[src/rtl/if_fetch.sv]
// Instruction-fetch stage: owns the PC, issues one fetch at a time and buffers the word for decode.
// Define IF_PERF_CNT_EN to add the perf_fetch_cnt / perf_kill_cnt counter outputs.
module if_fetch #(
  parameter int unsigned     PC_W     = 64,
  parameter logic [PC_W-1:0] RESET_PC = 64'h8000_0000
) (
  input  logic            clk,
  input  logic            rst,
  output logic            imem_req_valid,
  input  logic            imem_req_ready,
  output logic [PC_W-1:0] imem_req_addr,
  input  logic            imem_resp_valid,
  input  logic [31:0]     imem_resp_inst,
  input  logic            redirect_valid,
  input  logic [PC_W-1:0] redirect_pc,
  output logic            if_valid,
  input  logic            if_ready,
  output logic [31:0]     if_inst,
  output logic [PC_W-1:0] if_pc
`ifdef IF_PERF_CNT_EN
  ,
  output logic [63:0]     perf_fetch_cnt,
  output logic [31:0]     perf_kill_cnt
`endif
);

  typedef enum logic [1:0] {StIdle, StWait, StOut} state_e;

  state_e          state_q, state_d;
  logic [PC_W-1:0] pc_q, pc_d;
  logic            kill_q, kill_d;
  logic            if_valid_q, if_valid_d;
  logic [31:0]     if_inst_q, if_inst_d;
  logic [PC_W-1:0] if_pc_q, if_pc_d;
  logic [PC_W-1:0] redirect_tgt;

  assign redirect_tgt = redirect_pc & ~PC_W'(3);

  always_ff @(posedge clk or posedge rst) begin
    if (rst) begin
      state_q    <= StIdle;
      pc_q       <= RESET_PC;
      kill_q     <= 1'b0;
      if_valid_q <= 1'b0;
      if_inst_q  <= '0;
      if_pc_q    <= '0;
    end else begin
      state_q    <= state_d;
      pc_q       <= pc_d;
      kill_q     <= kill_d;
      if_valid_q <= if_valid_d;
      if_inst_q  <= if_inst_d;
      if_pc_q    <= if_pc_d;
    end
  end

  always_comb begin
    state_d    = state_q;
    pc_d       = pc_q;
    kill_d     = kill_q;
    if_valid_d = if_valid_q;
    if_inst_d  = if_inst_q;
    if_pc_d    = if_pc_q;
    unique case (state_q)
      StIdle: begin
        if (!redirect_valid && imem_req_ready) state_d = StWait;
      end
      StWait: begin
        if (imem_resp_valid) begin
          if (kill_q || redirect_valid) begin
            kill_d  = 1'b0;
            state_d = StIdle;
          end else begin
            if_inst_d  = imem_resp_inst;
            if_pc_d    = pc_q;
            if_valid_d = 1'b1;
            state_d    = StOut;
          end
        end else if (redirect_valid) begin
          // Response still owed by memory; remember to drop it when it lands.
          kill_d = 1'b1;
        end
      end
      StOut: begin
        if (redirect_valid || if_ready) begin
          if_valid_d = 1'b0;
          state_d    = StIdle;
        end
        if (if_ready) pc_d = pc_q + PC_W'(4);
      end
      default: state_d = StIdle;
    endcase
    // Redirect target overrides any sequential PC advance.
    if (redirect_valid) pc_d = redirect_tgt;
  end

  always_comb begin
    imem_req_valid = (state_q == StIdle) && !redirect_valid && !rst;
    imem_req_addr  = pc_q & ~PC_W'(3);
    if_valid       = if_valid_q;
    if_inst        = if_inst_q;
    if_pc          = if_pc_q;
  end

`ifdef IF_PERF_CNT_EN
  logic [63:0] fetch_cnt_q;
  logic [31:0] kill_cnt_q;
  logic        fetch_evt;
  logic        kill_evt;

  assign fetch_evt = if_valid_q && if_ready;
  assign kill_evt  = ((state_q == StWait) && imem_resp_valid && (kill_q || redirect_valid)) ||
                     ((state_q == StOut) && redirect_valid && !if_ready);

  always_ff @(posedge clk or posedge rst) begin
    if (rst) begin
      fetch_cnt_q <= '0;
      kill_cnt_q  <= '0;
    end else begin
      if (fetch_evt) fetch_cnt_q <= fetch_cnt_q + 64'd1;
      if (kill_evt)  kill_cnt_q  <= kill_cnt_q + 32'd1;
    end
  end

  assign perf_fetch_cnt = fetch_cnt_q;
  assign perf_kill_cnt  = kill_cnt_q;
`endif

endmodule

[config.mk]
export PLATFORM = sky130hd
export DESIGN_NAME = if_fetch
export DESIGN_NICKNAME = d
export VERILOG_FILES = /design/src/rtl/if_fetch.sv
export SDC_FILE = /design/constraint.sdc
export NUM_CORES = 1
export LEC_CHECK = 0
export BUFFER_PORTS_ARGS = -buffer_cell sky130_fd_sc_hd__buf_2
export CELL_PAD_IN_SITES_DETAIL_PLACEMENT = 2
export CELL_PAD_IN_SITES_GLOBAL_PLACEMENT = 2
export CORE_MARGIN = 5
export CORE_UTILIZATION = 33
export CTS_CLUSTER_DIAMETER = 60
export DETAILED_ROUTE_END_ITERATION = 8
export GPL_ROUTABILITY_DRIVEN = 0
export PLACE_DENSITY_LB_ADDON = 0.2
export RECOVER_POWER = 50
export SLEW_MARGIN = 20
export SYNTH_ARGS = -nofsm -noshare
export SYNTH_HDL_FRONTEND = slang
export SYNTH_SLANG_ARGS = --single-unit
[constraint.sdc]
create_clock -name clk -period 10.6 [get_ports clk]
set_input_delay 1.06 -clock clk [delete_from_list [all_inputs] [get_ports clk]]
set_output_delay 1.06 -clock clk [all_outputs]
set_load 0.02 [all_outputs]
# After elaboration in Yosys (flattened, before gate mapping)
# Cells that the tools add are included.
# totals
regBits,164
output_inout_bits,162
elab_cells,47
# classes
n_addsub,1
n_eq_ne,7
mux,15
bitwise,1
n_reduce_logical,17
# ops
op,n
$mux W64,3
$add A64 B3 Y64 const B,1
$reduce_and A3 Y1,3
$mux W2,4
$ne A2 B2 Y1 const B,4
$reduce_bool A2 Y1,4
$mux W1,6
$pmux W2 S3,1
$reduce_and A4 Y1,1
$logic_and A1 B1 Y1,3
$eq A2 B1 Y1 const B,1
$eq A2 B2 Y1 const B,1
$logic_not A1 Y1,2
$logic_not A2 Y1,1
$logic_or A1 B1 Y1,2
$ne A2 B1 Y1 const B,1
$pmux W1 S2,1
$reduce_and A2 Y1,1
$not A1 Y1,1

# Longest topological paths before layout
# depth
ltp_word,4
depth_mapped,8

# Worst setup path after synthesis
# Ideal clock, no wire load.
# synth_timing
kind,input port to output port
start,in redirect_valid
end,out imem_req_valid
t_arrival_ps,2353
required_ps,9540
slack_ps,7187
cell_stages,4
path_buffers,3
path_cell_list,clkbuf_1 clkbuf_1 clkbuf_1 nor4_1
# synth_via
elab_chain_len,3
# synth_lines
element,line,text
start: declaration,14,"input logic redirect_valid,"
$logic_not A1 Y1,98,imem_req_valid = (state_q == StIdle) && !redirect_valid && !rst;
$logic_and A1 B1 Y1 (2 in a row),98,
end: declaration,9,"output logic imem_req_valid,"
# Every way passes these cells.

# Worst setup path after layout
# layout_timing
start,in redirect_valid
end,reg pc_q[48]
# layout_via
elab_chain_len,2
word_cells_on_any_way,4
# layout_lines
element,line,text
$reduce_bool A2 Y1 (no source line),-,
$reduce_and A2 Y1 (no source line),-,
end signal: assignment,49,pc_q <= pc_d;
end: declaration,30,"logic [PC_W-1:0] pc_q, pc_d;"
# Several ways; a longest one is shown, not always the timed one.
# A chain may end at the register's enable or synchronous reset.

==> impl_metrics.py <==
metrics = {
    "timing": {
        "max_freq_mhz": 155.5,
        "finalClockSkew_ns": 0.01277,
        "final-hold-violation-count": 0,
        "period_minus_slack_ns": 6.431,
        "max_slew.worst_pin.slew_ns": 4.269,
        "setup_total_negative_slack_ns": 0,
        "whs_ns": 0.4863,
        "layout_worst_path_cycle_share_pct": 60.67,
        "maxSlewHeadroom_pct": -186.2,
        "timing_max_transition_violations_final": 177,
        "rsz0062_at_grt": "no",
        "finalSetupViolCount": 0,
    },
    "clock_tree": {
        "cts-buffers-inserted": 17,
        "tritoncts": "built",
        "post_cts_resized": 0,
        "clkLatencyLatePin_ns": 0.43,
        "clock_sink_count": 160,
        "htree_num_levels": 4,
        "max-clock-path-buffers": 2,
        "root_buffer": "clkbuf_16",
        "cts.reportedPaths.clkPinSlew_ns": 0.07,
        "holdBufCountCts": 0,
        "post_cts_buffers": 0,
    },
    "yosys": {
        "synth_cell_type_count": 52,
        "synth_largest_type_area_fraction_pct": 53.95,
        "average_size_of_a_mapped_cell_um2": 11.09,
        "yosys.area.top_type": "dfrtp_1",
        "synth_sequential_area_ratio_pct": 54.31,
        "netlist_instances": 665,
        "postSynth.topFlopCell": "dfrtp_1",
        "postSynthRegisterBits": 160,
        "synth-warning-count": 0,
        "post_synth_main_area_contributors": "dfrtp_1 (54%), mux2_2 (13%), nand2_1 (3.2%)",
        "synth_edf_count": 0,
        "postSynth.asyncResetShare_pct": 100.0,
        "syn-cell-area_um2": 7375,
    },
    "cells_and_area": {
        "final_cell_area_um2": 9314,
        "post_layout_nonfiller_instances": 1203,
        "final_core_utilization_pct": 42.55,
        "drive_gt1_share_pct": 27.04,
        "nNetsFinal": 1011,
        "syn2layout_area_growth_pct": 26.30,
    },
    "global_routing": {
        "largest_net_degree_at_the_start_of_global_routing": 93,
        "grt_first_pass_wirelength_um": 40400,
        "track_usage_pct": 19.49,
        "grt.overflow.total": 0,
        "initial_antenna_violation_count": 7,
        "vias_in_the_first_global_route": 7159,
    },
    "floorplan": {
        "die_height_um": 159.5,
        "rows": 54,
        "total_die_area_um2": 25440,
        "die_width_um": 159.5,
        "start_util_pct": 33.69,
        "floorplan.core_area_um2": 21890,
        "io_pins": 264,
    },
    "placement": {
        "place_hpwl_um": 18140,
        "buffer_ports.inserted": 257,
        "dpl_cell_area_um2": 8864,
        "place.detailed.instances": 1169,
    },
    "setup_path": {
        "timing.critical_path.to_type": "register",
        "critical_path_class": "in -> reg",
        "timing.critical_path.required_ns": 10.93,
        "critPathArrivalTime_ns": 6.76,
        "critical_path_peak_fanout": 83,
        "cp-start-kind": "input port",
    },
    "power": {
        "net_switching_share_of_the_total_power_pct": 37.91,
        "net_load_switching_power_w": 0.0008815,
        "peakVddDrop_uv": 103.0,
        "share_clk_of_total_power_pct": 28.6,
        "p_leak_nw": 3.899,
        "power.density_cell_area_nw_per_um2": 249.6,
        "internal_power_w": 0.001444,
        "power.share.sequential_pct": 40.8,
        "power_frac_comb_pct": 30.6,
    },
    "route": {
        "detailroute.via_count": 6328,
        "wl_per_cell_um": 20.83,
        "drc": 0,
        "drt_iter0_drc": 203,
        "antenna_violating_nets_post_route": 0,
        "drt-pass1-iter-count": 4,
        "number_of_vias_per_cell_after_detailed_routing": 5.260,
        "routed_wirelength_um": 25060,
    },
    "status": {
        "run_status": "finished with violations",
        "failing_checks": "max-capacitance violations, max-slew violations",
    },
    "min_path": {
        "timing.hold.worst.class": "reg -> reg",
    },
    "job": {
        "max_cap_viol_count": 2,
    },
}
## synth_stat cells, types with 2 or more instances
cell	number
buf_4	5
a31oi_1	26
or4_1	22
and4_1	3
nor3_1	4
clkbuf_8	3
inv_1	9
xnor2_1	9
nand4_2	2
mux2_2	88
nand4_1	22
dfrtp_1	159
nor2b_1	2
a21oi_1	3
clkbuf_1	29
nand2_1	62
and3_1	9
buf_2	2
or3_1	15
nor2_1	41
and2_1	5
o31ai_1	15
nor3b_1	2
o21ai_0	43
xor2_1	15
nand3_1	32
o211ai_1	8
nor4_1	6
## per-layer routing
metal | GRT usage (%) | vias up | wire length (µm)
met5 | 0 | - | 54
met4 | 5.739 | 10 | 424
met3 | 6.549 | 36 | 1668
met2 | 33.66 | 178 | 12930
met1 | 23.03 | 3202 | 9980
li1 | - | 2902 | -
## worst max-delay path, cell delays in order
cell and delay (ns):
buf_2 0.08, clkbuf_1 2.32, nor2_1 0.54, nor3_1 0.81
nand4_1 0.94, or4_1 0.78, a31oi_1 0.19
## final timing paths
kind / startpoint / endpoint / slack (ns) / cells past startpoint
setup / recovery: redirect_valid / pc_q[48]$_DFFE_PP0N_ / 4.17 / 7
hold / removal: if_pc[23]$_DFFE_PP0P_ / if_pc[23]$_DFFE_PP0P_ / 0.49 / 2
setup reg to reg: pc_q[10]$_DFFE_PP0N_ / pc_q[48]$_DFFE_PP0N_ / 7.15 / 5
hold reg to reg: if_pc[23]$_DFFE_PP0P_ / if_pc[23]$_DFFE_PP0P_ / 0.49 / 2
max in group asynchronous: rst / pc_q[27]$_DFFE_PP0N_ / 6.33 / 3
min in group asynchronous: rst / state_q[0]$_DFFE_PP0P_ / 1.93 / 2
## flip-flops by register name, summed over array words and instances, names as in the netlist
signal    cells
if_pc        62
pc_q         62
if_inst      32
state_q       2
if_valid      1
kill_q        1
## power groups by stage
stage	sequential [W]	clock (W)	combinational, W
after detailed placement	0.000956	0	0.000781
after global routing	0.000979	0.000709	0.000766
after floorplan	0.00118	0	0.000222
after global placement	0.000932	0	0.000758
final	0.000949	0.000665	0.000711
after CTS	0.000947	0.000682	0.000784
## placed cells by master (no fill, tap or decap), drive strengths merged, types with 2 or more instances in the layout
cell      instances
clkbuf          166
dfrtp           159
buf             114
mux2             88
nand2            62
o21ai            44
nor2             41
nand3            32
a31oi            26
nand4            24
or4              23
xor2             15
or3              15
o31ai            15
inv              14
xnor2             9
and3              9
o211ai            8
nor4              7
and2              6
nor3              5
conb              4
and4              4
clkinv            4
a21oi             3
bufinv            3
diode             2
nor3b             2
nor2b             2
nand2b            2
or2               2
clkinvlp          2
## logic make-up (layout without fill, tap and decap cells)
| family | after synthesis | count (layout) | share of synthesized area, % |
|---|---|---|---|
| AO/OA/AOI/OAI | 101 | 101 | 8.348 |
| adder cells (fa/ha/maj) | 1 | 1 | 0.1696 |
| flip-flops | 160 | 160 | 54.31 |
| XOR/XNOR | 24 | 24 | 2.850 |
| buffers and inverters | 50 | 303 | 3.359 |
| multiplexers | 89 | 89 | 13.57 |
| other | 1 | 6 | 0.05085 |
| AND/OR/NAND/NOR | 239 | 239 | 17.34 |
## through the flow
step           power, W  setup WS (ns)
2_1_floorplan  0.001405          5.222
3_3_place_gp   0.001690          5.944
3_5_place_dp   0.001736          5.794
4_1_cts        0.002412          6.234
5_1_grt        0.002455          3.466
6_report       0.002325          4.169
## final cells by class
| type | count | area [µm²] |
|---|---|---|
| clock inverter | 14 | 197.7 |
| fill | 2441 | 12580 |
| multi-input combinational | 458 | 3146 |
| tap | 280 | 350.3 |
| inverter | 9 | 35.03 |
| clock buffer | 18 | 439.2 |
| timing repair buffer | 262 | 1136 |
| antenna | 2 | 5.005 |
| sequential | 160 | 4005 |
Power figures use the tool's default switching activity.
